## config.mk

```make
export PLATFORM = sky130hd
export DESIGN_NAME = hist_frame_sequencer
export DESIGN_NICKNAME = d
export VERILOG_FILES = /design/src/rtl/hist_frame_sequencer.sv
export SDC_FILE = /design/constraint.sdc
export NUM_CORES = 2
export LEC_CHECK = 0
export BUFFER_PORTS_ARGS = -buffer_cell sky130_fd_sc_hd__buf_4
export CELL_PAD_IN_SITES_DETAIL_PLACEMENT = 0
export CELL_PAD_IN_SITES_GLOBAL_PLACEMENT = 1
export CORE_ASPECT_RATIO = 0.5
export CORE_MARGIN = 2
export CORE_UTILIZATION = 53
export DETAILED_ROUTE_END_ITERATION = 12
export PLACE_DENSITY = 0.88
export SLEW_MARGIN = 20
export SYNTH_ARGS = -nofsm -noshare
export SYNTH_HDL_FRONTEND = slang
export SYNTH_SLANG_ARGS = --single-unit
```

## constraint.sdc

```tcl
create_clock -name clk -period 11.75 [get_ports clk]
set_input_delay 0 -clock clk [delete_from_list [all_inputs] [get_ports clk]]
set_output_delay 0 -clock clk [all_outputs]
set_load 0.02 [all_outputs]
```

## src/rtl/hist_frame_sequencer.sv

```systemverilog
// rtl/hist_frame_sequencer.sv - frame sequencer: fetch packed pixels, bin them, drain counters to histogram memory
// Walks N=(dim>>2)*dim pixel words, accumulates 4 lanes per word, then writes and clears bins 0..hist_bins.
module hist_frame_sequencer #(
  parameter int ADDR_W = 14,
  parameter int NBINS  = 64,
  parameter int CNT_W  = 16,
  parameter int RD_LAT = 1
) (
  input  logic              clk,
  input  logic              rst,
  input  logic              start,
  input  logic [8:0]        dim,
  input  logic [5:0]        hist_bins,
  output logic              busy,
  output logic              done,
  output logic              pixel_rd_en,
  output logic [ADDR_W-1:0] pixel_address,
  input  logic [31:0]       pixel_data,
  output logic              writeEnable_hist,
  output logic [5:0]        addr_hist,
  output logic [31:0]       datain_hist
);

  localparam int NW   = 18;
  localparam int FL_W = 2;

  typedef enum logic [2:0] {
    S_IDLE,
    S_FETCH,
    S_FLUSH,
    S_WRITE,
    S_DONE
  } state_t;

  state_t            state_q;
  logic [NW-1:0]     nwords_q;
  logic [NW-1:0]     nwords_d;
  logic [NW-1:0]     dim_ext;
  logic [5:0]        hb_q;
  logic [NW-1:0]     idx_q;
  logic              rd_en_q;
  logic [FL_W-1:0]   flush_q;
  logic              we_q;
  logic [5:0]        haddr_q;
  logic              busy_q;
  logic              done_q;
  logic [RD_LAT-1:0] vld_q;
  logic              data_vld;
  logic [CNT_W-1:0]  cnt_q [NBINS];
  logic [2:0]        inc [NBINS];
  logic [5:0]        lane_bin [4];
  logic              unused_pix;

  assign dim_ext  = NW'(dim);
  assign nwords_d = (dim_ext >> 2) * dim_ext;
  assign data_vld = vld_q[RD_LAT-1];

  assign busy             = busy_q;
  assign done             = done_q;
  assign pixel_rd_en      = rd_en_q;
  assign pixel_address    = ADDR_W'(idx_q);
  assign writeEnable_hist = we_q;
  assign addr_hist        = haddr_q;
  assign datain_hist      = we_q ? 32'(cnt_q[haddr_q]) : 32'd0;
  assign unused_pix       = ^{pixel_data[25:24], pixel_data[17:16], pixel_data[9:8], pixel_data[1:0]};

  function automatic logic [CNT_W-1:0] sat_add(input logic [CNT_W-1:0] a, input logic [2:0] b);
    logic [CNT_W:0] s;
    s = {1'b0, a} + {{(CNT_W-2){1'b0}}, b};
    return s[CNT_W] ? {CNT_W{1'b1}} : s[CNT_W-1:0];
  endfunction

  // Lanes landing in the same bin merge into one increment of 0..4.
  always_comb begin
    for (int l = 0; l < 4; l++) begin
      lane_bin[l] = pixel_data[8*l+2 +: 6];
    end
    for (int i = 0; i < NBINS; i++) begin
      inc[i] = 3'd0;
      for (int l = 0; l < 4; l++) begin
        if (data_vld && lane_bin[l] == 6'(i)) begin
          inc[i] = inc[i] + 3'd1;
        end
      end
    end
  end

  always_ff @(posedge clk) begin
    if (rst) begin
      vld_q <= '0;
    end else begin
      vld_q[0] <= rd_en_q;
      for (int i = 1; i < RD_LAT; i++) begin
        vld_q[i] <= vld_q[i-1];
      end
    end
  end

  // Accumulation and drain never overlap: the last word lands before WRITE starts.
  always_ff @(posedge clk) begin
    if (rst || (state_q == S_IDLE && start)) begin
      for (int i = 0; i < NBINS; i++) begin
        cnt_q[i] <= '0;
      end
    end else if (we_q) begin
      cnt_q[haddr_q] <= '0;
    end else if (data_vld) begin
      for (int i = 0; i < NBINS; i++) begin
        cnt_q[i] <= sat_add(cnt_q[i], inc[i]);
      end
    end
  end

  always_ff @(posedge clk) begin
    if (rst) begin
      state_q  <= S_IDLE;
      nwords_q <= '0;
      hb_q     <= '0;
      idx_q    <= '0;
      rd_en_q  <= 1'b0;
      flush_q  <= '0;
      we_q     <= 1'b0;
      haddr_q  <= '0;
      busy_q   <= 1'b0;
      done_q   <= 1'b0;
    end else begin
      done_q <= 1'b0;
      case (state_q)
        S_IDLE: begin
          if (start) begin
            nwords_q <= nwords_d;
            hb_q     <= hist_bins;
            busy_q   <= 1'b1;
            if (nwords_d == '0) begin
              state_q <= S_WRITE;
              we_q    <= 1'b1;
              haddr_q <= '0;
            end else begin
              state_q <= S_FETCH;
              rd_en_q <= 1'b1;
              idx_q   <= '0;
            end
          end
        end
        S_FETCH: begin
          if (idx_q == nwords_q - NW'(1)) begin
            rd_en_q <= 1'b0;
            idx_q   <= '0;
            flush_q <= '0;
            state_q <= S_FLUSH;
          end else begin
            idx_q <= idx_q + NW'(1);
          end
        end
        S_FLUSH: begin
          if (flush_q == FL_W'(RD_LAT - 1)) begin
            state_q <= S_WRITE;
            we_q    <= 1'b1;
            haddr_q <= '0;
          end else begin
            flush_q <= flush_q + FL_W'(1);
          end
        end
        S_WRITE: begin
          if (haddr_q == hb_q) begin
            we_q    <= 1'b0;
            haddr_q <= '0;
            busy_q  <= 1'b0;
            done_q  <= 1'b1;
            state_q <= S_DONE;
          end else begin
            haddr_q <= haddr_q + 6'd1;
          end
        end
        S_DONE: begin
          state_q <= S_IDLE;
        end
        default: begin
          state_q <= S_IDLE;
        end
      endcase
    end
  end

endmodule

```

==> metrics.txt <==
WP buf/inv 0; CP Class reg2reg; f_max 0.169 GHz; DP Worst Slack 5.94 ns; Longest Clk Path Bufs 3; Fin. Hold Viols 0; Final Net Count 9244; Die H 266 microns; Area Overhead vs Synth 8.20%; CTS tree built; Rel. slew slack 14.7%; layout cell share with drive strength beyond 1 10.0%; first-pass GRT wire length around 370000 microns; Design Power between 8 and 9 mW; CP peak stage delay slightly below 0.9 ns; placed cell count 10400; post_cts resized 0; DR DRC count 0; Critical Path Start Type flip-flop; die area 141000 sq um; most frequent cells in the layout nor2_1, dfxtp_1, a21oi_1; Final ANT Viol Nets 0; clock root cell clkbuf_16; drt initial violations ~8300; FF-to-FF Start data_vld$_SDFF_PP0_; final cell count without fillers 10600; min-delay worst type in2reg; fin crit share 50.5%; utilization after layout between 50% and 60%; status completed; final worst slack a little under 6 ns; drt first pass iters 6; RSZ-0062 raised after global routing false; fillers about 12000; Hold Slack between 0.1 and 0.15 ns; RR Endpoint cnt_q[20][11]$_SDFFE_PP0P_; Register-to-Register Path Depth 16; Port Buffer Count between 80 and 90; Seq/Total Area, Yosys 29.8%; fin area 78900 sq um; vias in the first global route 61400; Synth Register Bits ~1100; post-synthesis async set-or-reset flop share 0%; Post-DP HPWL between 150000 and 200000 microns; H-Tree Depth 3; Hold EP cnt_q[49][0]$_SDFFE_PP0P_; EDFF count, synth 0; Most used DFF post-synth dfxtp_1; Avg Cell Area, Syn 8.28 sq um; largest net degree at the start of global routing 175; Syn. warnings 0; CP cell instances nand3b_1, nor2_1, ha_1, xor2_1, ha_1, nand3_1, xor2_1, ha_1, a21oi_1, nor3_1, nand4_1, nor2_1, nor2_1, nand2_1, nor2_1, a311oi_1; CP dominant cell by count nor2_1; CP Max Fanout 21; Worst-Skew Late Latency 0.74 ns; GRT Total Usage 33.6%; peak supply drop 0.129 mV; dpl cell area 75000 sq um; Hold Path Stages 7; Routed WL roughly 240000 microns; R2R Setup Slk 5.82 ns; clock slew at reported path FFs around 0.070 ns; Slowest-stage cell, CP dfxtp_1; TritonCTS Buffers 103; final setup fails 0; hold bufs inserted after CTS 29; Yosys cell types 77; drt via density 6.49; worst endpoint data arrival time 6.57 ns; total grt overflow 0; worst slew pin tran 1.27 ns; cell area after synthesis 72900 sq um; Initial Util approximately 53%; Cell Pwr Density between 100 and 150 nW/um^2; Avg WL per Cell 22.8 microns; commonest non-fill, non-tap cell in the layout nor2_1; initial antenna violation count 29; clk sinks 1086; Mapped Cells 8811; Die W about 530 microns; WP depth 16; Ports 106; row count 96; vias 68800; setup_tns 0 ns; clock skew 0.0319 ns; Worst Setup End Kind flip-flop; leakage 27.7 nW; CP required 12.39 ns; Slew Limit Fails 0; core area ~140000 sq um; gpl congestion 0.981; MaxCap Viol Count 0; crit path time final just under 6 ns; Hold Crit Start pixel_data[29]; post-CTS setup buffers 0; Top delay family on crit path simple AND/OR/NAND/NOR gates
-- registers in the layout, summed over array words and instances, names as in the netlist, named ones only --
name              cells
busy                  1
addr_hist             6
idx_q                18
hb_q                  6
data_vld              1
cnt_q              1024
done                  1
pixel_rd_en           1
nwords_q             16
writeEnable_hist      1
state_q               3
flush_q               2
-- tightest hold or removal path, cell delays in order --
cell and delay [ns]:
buf_4 0.14, nor3_1 0.11, nand2_1 0.12, xnor2_1 0.15, ha_1 0.13, nor3_1 0.04, nor3_1 0.12
-- cell usage after synthesis, types with 170 or more instances --
cell type	count	area share, %
nor2_1	1355	7.0
dfxtp_1	1086	30
a21oi_1	736	5.1
nand3_1	595	4.1
nand2_1	587	3.0
nor3_1	448	3.1
ha_1	421	7.2
o21ai_0	411	2.8
clkbuf_1	344	1.8
mux4_2	336	10
inv_1	205	1.1
a311oi_1	192	2.3
nand4_1	188	1.6
a211oi_1	175	1.8
or3_1	170	1.5
-- layout make-up --
| cell class | count | area (sq um) | area share [%] |
|---|---|---|---|
| diodes | 14 | 35.0 | 0.0444 |
| clock buffers | 142 | 3020 | 3.83 |
| clock inverters | 52 | 593 | 0.752 |
| inverters | 205 | 769 | 0.975 |
| multi-input cells | 7066 | 48700 | 61.7 |
| flip-flops and latches | 1086 | 21800 | 27.6 |
| well taps | 1813 | 2270 | 2.87 |
| repair buffers | 223 | 1810 | 2.29 |
-- cells by family (layout without fill, tap and decap cells) --
| family | Yosys count | after routing | synth area share [%] |
|---|---|---|---|
| flops | 1086 | 1086 | 29.8 |
| buf+inv | 674 | 622 | 3.70 |
| xor+xnor | 311 | 311 | 3.73 |
| mux | 419 | 419 | 11.6 |
| fa+ha+maj | 509 | 509 | 9.64 |
| compound gates | 1915 | 1915 | 16.0 |
| other cells | 1 | 30 | 0.00514 |
| simple gates | 3896 | 3896 | 25.4 |
-- per-layer routing --
metal	up-vias	wire length [microns]	track usage, %
li1	32300	-	-
met1	33100	104000	48.3
met2	2922	102000	49.3
met3	429	27300	8.32
met4	22	7960	10.7
met5	-	173	0
-- power by group --
| group | internal [mW] | total (mW) | leakage [nW] | switching, mW |
|---|---|---|---|---|
| Combinational | 0.317 | 0.933 | 17.2 | 0.616 |
| Sequential | 3.72 | 3.78 | 8.76 | 0.0543 |
| Clock | 2.06 | 3.67 | 1.80 | 1.61 |
| Total | 6.10 | 8.38 | 27.7 | 2.28 |
-- worst max path at each step --
stage,to,start
floorplan,idx_q[12]$_SDFFE_PP0P_,dim[6]
global placement,flip-flop,dim[6]
detailed placement,flip-flop,dim[6]
CTS,datain_hist[15],flip-flop
global route,cnt_q[24][5]$_SDFFE_PP0P_,data_vld$_SDFF_PP0_
finish,cnt_q[20][11]$_SDFFE_PP0P_,data_vld$_SDFF_PP0_
Power figures use the tool's default switching activity.
